--- config.mk ---
export PLATFORM = sky130hd
export DESIGN_NAME = mux_nx1_pipe
export DESIGN_NICKNAME = d
export VERILOG_FILES = /design/src/rtl/mux_nx1_pipe.sv
export SDC_FILE = /design/constraint.sdc
export NUM_CORES = 1
export LEC_CHECK = 0
export ABC_CLOCK_PERIOD_IN_PS = 2300
export BUFFER_PORTS_ARGS = -buffer_cell sky130_fd_sc_hd__buf_4
export CAP_MARGIN = 5
export CELL_PAD_IN_SITES_DETAIL_PLACEMENT = 0
export CELL_PAD_IN_SITES_GLOBAL_PLACEMENT = 1
export CORE_MARGIN = 4
export CORE_UTILIZATION = 30
export CTS_CLUSTER_DIAMETER = 80
export DETAILED_ROUTE_END_ITERATION = 10
export PLACE_DENSITY_LB_ADDON = 0.1
export SETUP_SLACK_MARGIN = 0.3
export SKIP_LAST_GASP = 1
export SYNTH_ARGS = -nofsm -noshare
export SYNTH_HDL_FRONTEND = slang
export SYNTH_SLANG_ARGS = --single-unit
export TNS_END_PERCENT = 20
--- constraint.sdc ---
create_clock -name clk -period 2.3 [get_ports clk]
set_clock_uncertainty 0.05 [all_clocks]
set_input_delay 0 -clock clk [delete_from_list [all_inputs] [get_ports clk]]
set_output_delay 0 -clock clk [all_outputs]
set_load 0.02 [all_outputs]
--- src/rtl/mux_nx1_pipe.sv ---
// -----------------------------------------------------------------------------
// mux_nx1_pipe
//
// Registered N-to-1 result multiplexer for the rv32i_core execute/writeback
// boundary. One of N_IN packed data inputs is chosen by in_sel. The chosen
// word, the select that produced it and an "illegal select" flag travel
// together as one beat through a valid/ready pipeline stage. The stage is an
// output register backed by a one-entry skid buffer.
//
// Handshake semantics (both sides):
//   A beat transfers on a rising clk edge where valid and ready are both 1.
//   A producer holding valid=1 keeps its payload stable until the transfer.
//   in_ready is a flop (= ~skid_full) and never depends on out_ready in the
//   same cycle, so the upstream timing path stops at this block.
//
// Ports:
//   clk, rst      clock; asynchronous active-high reset
//   in_flat       N_IN packed inputs, input k at [k*WIDTH +: WIDTH]
//   in_sel        select for the beat offered this cycle
//   in_valid      producer offers a beat
//   in_ready      block can take a beat this cycle
//   out_data      selected word (DEFAULT_VAL for an out-of-range select)
//   out_sel       select that produced out_data
//   out_illegal   out_data came from an out-of-range select
//   out_valid     output beat present
//   out_ready     consumer takes the beat
//   clr_err       synchronous clear of err_sticky / err_cnt
//   err_sticky    an illegal select was accepted since the last clear
//   err_cnt       saturating count of accepted illegal selects
// -----------------------------------------------------------------------------
module mux_nx1_pipe #(
    parameter int                WIDTH       = 32,
    parameter int                N_IN        = 8,
    parameter int                SEL_W       = 4,
    parameter logic [WIDTH-1:0]  DEFAULT_VAL = '0,
    parameter int                CNT_W       = 8
) (
    input  logic                    clk,
    input  logic                    rst,
    input  logic [N_IN*WIDTH-1:0]   in_flat,
    input  logic [SEL_W-1:0]        in_sel,
    input  logic                    in_valid,
    output logic                    in_ready,
    output logic [WIDTH-1:0]        out_data,
    output logic [SEL_W-1:0]        out_sel,
    output logic                    out_illegal,
    output logic                    out_valid,
    input  logic                    out_ready,
    input  logic                    clr_err,
    output logic                    err_sticky,
    output logic [CNT_W-1:0]        err_cnt
);

    // -------------------------------------------------------------------------
    // Elaboration-time parameter sanity.
    // -------------------------------------------------------------------------
    if (N_IN < 2 || N_IN > 16 || (1 << SEL_W) < N_IN) begin : g_bad_params
        $error("mux_nx1_pipe: N_IN must be 2..16 and 2**SEL_W >= N_IN");
    end

    // One extra bit so the compare also works when 2**SEL_W == N_IN.
    localparam logic [SEL_W:0]   N_IN_EXT = (SEL_W + 1)'(N_IN);
    localparam logic [CNT_W-1:0] CNT_MAX  = '1;

    // -------------------------------------------------------------------------
    // Combinational select of the offered beat.
    // -------------------------------------------------------------------------
    logic [WIDTH-1:0] sel_data;
    logic             sel_illegal;

    always_comb begin
        sel_data    = DEFAULT_VAL;
        sel_illegal = ({1'b0, in_sel} >= N_IN_EXT);
        for (int k = 0; k < N_IN; k++) begin
            if (in_sel == SEL_W'(k)) begin
                sel_data = in_flat[k*WIDTH +: WIDTH];
            end
        end
    end

    // -------------------------------------------------------------------------
    // Pipeline control.
    //   acc   : input handshake this cycle
    //   drain : output handshake this cycle
    // A beat only goes to the skid entry when the output register is full and
    // is not being drained; since in_ready = ~skid_full, an accept can never
    // coincide with an occupied skid entry.
    // -------------------------------------------------------------------------
    logic skid_full;
    logic [WIDTH-1:0] skid_data;
    logic [SEL_W-1:0] skid_sel;
    logic             skid_illegal;

    logic acc;
    logic drain;
    logic load_out_from_in;
    logic load_out_from_skid;
    logic load_skid;
    logic out_valid_nxt;
    logic skid_full_nxt;

    assign acc   = in_valid & in_ready;
    assign drain = out_valid & out_ready;

    always_comb begin
        load_out_from_skid = skid_full & drain;
        load_out_from_in   = acc & (~out_valid | drain);
        load_skid          = acc & out_valid & ~drain;
        skid_full_nxt      = load_skid | (skid_full & ~drain);
        out_valid_nxt      = load_out_from_skid | load_out_from_in
                           | (out_valid & ~drain);
    end

    // Output register, skid entry and the registered in_ready.
    always_ff @(posedge clk or posedge rst) begin
        if (rst) begin
            out_valid    <= 1'b0;
            out_data     <= '0;
            out_sel      <= '0;
            out_illegal  <= 1'b0;
            skid_full    <= 1'b0;
            skid_data    <= '0;
            skid_sel     <= '0;
            skid_illegal <= 1'b0;
            in_ready     <= 1'b1;
        end else begin
            out_valid <= out_valid_nxt;
            skid_full <= skid_full_nxt;
            in_ready  <= ~skid_full_nxt;

            // The skid beat is older than anything on the input, so it has
            // priority for the output register (FIFO order).
            if (load_out_from_skid) begin
                out_data    <= skid_data;
                out_sel     <= skid_sel;
                out_illegal <= skid_illegal;
            end else if (load_out_from_in) begin
                out_data    <= sel_data;
                out_sel     <= in_sel;
                out_illegal <= sel_illegal;
            end

            if (load_skid) begin
                skid_data    <= sel_data;
                skid_sel     <= in_sel;
                skid_illegal <= sel_illegal;
            end
        end
    end

    // -------------------------------------------------------------------------
    // Illegal-select tracking. An illegal accept in the same cycle as clr_err
    // counts as the first event after the clear, so the set wins.
    // -------------------------------------------------------------------------
    logic             err_sticky_nxt;
    logic [CNT_W-1:0] err_cnt_nxt;

    always_comb begin
        err_sticky_nxt = err_sticky;
        err_cnt_nxt    = err_cnt;
        if (acc & sel_illegal) begin
            err_sticky_nxt = 1'b1;
            if (clr_err) begin
                err_cnt_nxt = CNT_W'(1);
            end else if (err_cnt != CNT_MAX) begin
                err_cnt_nxt = err_cnt + CNT_W'(1);
            end
        end else if (clr_err) begin
            err_sticky_nxt = 1'b0;
            err_cnt_nxt    = '0;
        end
    end

    always_ff @(posedge clk or posedge rst) begin
        if (rst) begin
            err_sticky <= 1'b0;
            err_cnt    <= '0;
        end else begin
            err_sticky <= err_sticky_nxt;
            err_cnt    <= err_cnt_nxt;
        end
    end

endmodule

Word level (Yosys, flattened, before mapping)
Index checks and enable logic that the tools add are counted.

operators by class
  $add $sub $neg = 1
  order comparisons = 1
  equality and inequality tests = 8
  mux-type cells = 20
  bitwise logic cells = 16
  reductions and logical operators = 5

operators with widths
  cell                 count
  $mux 32              10
  $mux 8               4
  $eq 4x3->1 const B   4
  $and 1x1->1          9
  $add 8x1->8 const B  1
  $eq 4x2->1 const B   2
  $mux 4               2
  $ne 8x8->1 const B   1
  $reduce_bool 2->1    3
  $eq 4x1->1 const B   1
  $ge 4x4->1 const B   1
  $logic_not 4->1      1
  $mux 1               4
  $or 1x1->1           4
  $not 1->1            3
  $reduce_and 2->1     1

storage, ports and cells
  register bits = 86
  output and inout bits = 48

Logic depth before layout (Yosys ltp)
  depth in word-level cells = 11
  depth in mapped cells = 8

Worst setup path before layout
No wires, ideal clock.

  path type = register to register
  start point = reg err_cnt[0]
  end point = reg err_cnt[3]
  library setup time = 132 ps
  arrival = 1536 ps
  data required time = 2118 ps
  setup slack = 582 ps
  stages on the path, launching flop included = 7
  path buffers = 0
  clock period less this slack = 1718 ps
  cells stage by stage = dfrtp_1 > ha_1 > and2_1 > a41oi_2 > nand4_1 > xor2_1 > nor2_1

on the way
  longest elaborated chain between the ends = 4
  elaborated cells on any way between the ends = 7
  those cells by class = add/sub: 1; eq/ne: 1; mux: 3; reduce/logical: 2

ends and longest elaborated chain
  what                    line  RTL
  from (decl)             51    output logic [CNT_W-1:0] err_cnt
  from (signal assigned)  180   err_cnt <= err_cnt_nxt;
  $add 8x1->8             166   err_cnt_nxt = err_cnt + CNT_W'(1);
  $mux 8                  165   end else if (err_cnt != CNT_MAX) begin
  $mux 8                  163   if (clr_err) begin
  $mux 8                  161   if (acc & sel_illegal) begin

Parallel ways exist; a longest one is shown, timed or not. The select of a mux whose other input is x is not followed.
A chain may end at the register's enable or synchronous reset.

Final worst setup path
  start point = reg in_ready
  end point = reg out_sel[2]

on the way
  longest elaborated chain between the ends = 3

ends and longest elaborated chain
  what                                line  RTL
  from (decl)                         43    output logic in_ready,
  from (signal assigned)              129   in_ready <= ~skid_full_nxt;
  $and 1x1->1                         102   assign acc = in_valid & in_ready;
  $and 1x1->1                         107   load_out_from_in = acc & (~out_valid | drain);
  $reduce_bool 2->1 (no source line)  -
  to (signal assigned)                135   out_sel <= skid_sel;
  to (signal assigned)                139   out_sel <= in_sel;
  to (decl)                           45    output logic [SEL_W-1:0] out_sel,

No other way between the ends.

==> flow_summary.yaml <==
synthesis:
  synth_area_per_cell_um2: 9.162
  ys_top_cells_by_area: "dfrtp_1, mux2i_1, a22oi_1"
  yosysTopAreaCell: "dfrtp_1"
  syn_inst: 661
  synth_area_um2: 6056
  synthMuxAreaShare_pct: 11.53
  synth_commonest_cells: "dfrtp_1, nand2_1, o21ai_1"
  ys.flop_type: "dfrtp_1"
  synth_fa_ha_area_share_pct: 0.2066
  synth_most_common_cell: "dfrtp_1"
  synth_warnings: 0
  synthesis.nets: 927
  synth-edff-count: 0
  synth_top_family_by_area: "compound AO/OA/AOI/OAI gates"
  synth_seq_area_share_pct: 35.56
  synth-compound-area-share_pct: 32.77
  yosys.area.top_type_share_pct: 35.12
  synth-seq-cells: 86
  yosys.area_share.simple_pct: 12.56
  synth_cell_types: 58
  async_reset_ff_share_pct: 100.0
  synth-xor-area-share_pct: 0.5785
timing:
  tightest_slew_ps: 1148
  period_needed_ps: 1786
  rsz0062_at_grt: "false"
  setup_viol: 0
  fin_tns_setup_ps: 0
  whs_ps: 10.23
  slew_violations: 0
  fmax_mhz: 559.8
  finalHoldViolCount: 0
  min_period_over_period_pct: 77.66
  max_slew_margin_pct: 23.06
global_route:
  antenna_found_initial: 0
  overflow: 0
  grt_pass1_wl_um: 37810
  grt_max_degree: 70
  grt_pass1_vias: 6537
  track_usage_pct: 21.74
floorplan:
  io_pins: 313
  dieArea_um2: 22520
  fp.dieW_um: 150.1
  core_um2: 19650
  rows: 51
  initial_core_util_pct: 30.81
  die_y_um: 150.1
min_path:
  min_path_type: "in2reg"
detailed_routing:
  vias_per_cell: 5.236
  drtPass1Iterations: 7
  drt-initial-drc-count: 358
  drc: 0
  ant_nets: 0
  wl_um: 25450
  via_count: 6461
  routedWlPerCell_um: 20.63
setup_path:
  r2r_slack_ps: 510
  path_class: "reg2reg"
  cp_max_fo: 31
  end_kind: "flip-flop"
  slowest_delay_ps: 570
  cp_top_family: "flip-flops"
  cp-start-kind: "flip-flop"
  worstPathArrival_ps: 1950
  cp_slowest_cell: "dfstp_2"
  crit_top_cell: "nand2_1"
  required_ps: 2470
  critPathBufInv: 2
  crit_chain: "nand2_1 -> nand2_1 -> nand2_1 -> buf_12 -> a222oi_1 -> inv_1"
placement:
  gp_congestion: 0.8506
  dpl.hpwl_um: 20580
  place_area_um2: 8556
  portBuffers: 312
clock_tree:
  postCtsSetupRepairBufs: 0
  clk_path_buf_depth: 2
  cts_tree: "yes"
  clock-root-buffer: "clkbuf_16"
  clock-sinks: 86
  clock_latency_ps: 330
  htree_num_levels: 3
  path_clk_slew_ps: 60
  cts_buffers: 9
final_layout:
  multi_input_area_um2: 3495
  n_antenna_cell: 0
  drive_gt1_share_pct: 39.42
  fillers: 2007
  fin_nets: 1231
  utilization_pct: 46.27
  syn2layout_area_growth_pct: 50.17
  final_cell_area_um2: 9094
  final-seq-area_um2: 2153
power_and_ir_drop:
  power.leakage_nw: 4.388
  power_density_nw_per_um2: 745.5
  peakVddDrop_uv: 453.3
run_status:
  outcome: "finished clean"
job:
  cap_violations: 0
## cell families (layout without fill, tap and decap cells)
| kind of cell | Yosys count | in the layout |
|---|---|---|
| mux | 69 | 69 |
| simple gates | 147 | 147 |
| xor+xnor | 4 | 4 |
| flops | 86 | 86 |
| buf+inv | 73 | 381 |
| fa+ha+maj | 1 | 1 |
| compound gates | 281 | 281 |
## placed cells by master (no fill, tap or decap), types with 3 or more instances in the layout
| cell | n |
|---|---|
| buf_4 | 324 |
| dfrtp_1 | 85 |
| nand2_1 | 70 |
| o21ai_1 | 65 |
| mux2i_1 | 63 |
| a22oi_1 | 45 |
| a21oi_1 | 37 |
| o21ai_0 | 26 |
| dlygate4sd3_1 | 26 |
| nor2_1 | 24 |
| o22ai_1 | 18 |
| a21o_1 | 18 |
| o211ai_1 | 13 |
| a221oi_2 | 11 |
| nor2b_1 | 10 |
| a2bb2oi_2 | 10 |
| and3b_1 | 9 |
| clkbuf_16 | 9 |
| inv_1 | 8 |
| a211oi_1 | 8 |
| nand2b_1 | 6 |
| a2bb2oi_1 | 6 |
| a32oi_1 | 5 |
| mux2_1 | 5 |
| buf_12 | 5 |
| a221oi_1 | 4 |
| xor2_1 | 4 |
| nand4_1 | 4 |
| a222oi_1 | 3 |
| o22a_1 | 3 |
| and3_1 | 3 |
| o32a_1 | 3 |
| clkinvlp_4 | 3 |
## what timing repair did
action                                  in CTS  in global routing
gates resized for setup                      1                  0
endpoints found under the hold margin       89                  0
hold buffers                                26                  0
endpoints found under the setup margin       4                  0
## worst register-to-register path, cell delays in order (launching register included)
cell and delay (ps):
dfstp_2 570, nand2_1 110, nand2_1 80, nand2_1 240, buf_12 280, a222oi_1 260
inv_1 70
## per-layer routing
layer  vias up  wire length [um]  global-route usage (%)
met5         -                 0                       0
met4         0               323                   4.346
met3        17              1871                   5.330
met2       243             12400                   35.64
met1      3083             10860                   29.29
li1       3118                 -                       -
## sequential cells by signal (all words and copies together) (netlist names)
signal,cells
err_cnt,8
err_sticky,1
in_ready,1
out_data,32
out_illegal,1
out_sel,4
out_valid,1
skid_data,32
skid_full,1
skid_illegal,1
skid_sel,4
## layout make-up
class                           count  share of cell area (%)
Multi-Input combinational cell    502                   38.43
Timing Repair Buffer              355                   30.71
Sequential cell                    86                   23.68
Tap cell                          265                   3.646
Clock buffer                       12                   2.821
Inverter                           11                  0.4953
Clock inverter                      3                  0.2201
## metrics by stage
step | setup slack, ps | std cells | power (mW)
floorplan | 582.2 | 661 | 4.016
global placement | 305.2 | 1193 | 5.380
detailed placement | 195.2 | 1193 | 5.446
CTS | 516.5 | 1234 | 6.865
global route | 385.7 | 1234 | 7.225
finish | 513.8 | 1234 | 6.780
## final timing paths
check | start | endpoint | depth (start not counted)
max | in_ready | out_sel[2] | 6
min | in_flat[219] | out_data[27] | 4
max reg2reg | in_ready | out_sel[2] | 6
min reg2reg | skid_sel[3] | skid_sel[3] | 2
max in group asynchronous | rst | out_data[24] | 4
min in group asynchronous | rst | skid_data[6] | 3
## power by group
part,switching (mW),internal [mW]
logic,1.60,1.33
registers,0.400,2.10
clock network,0.565,0.783
Note: power is estimated with default switching activity, not from simulation.
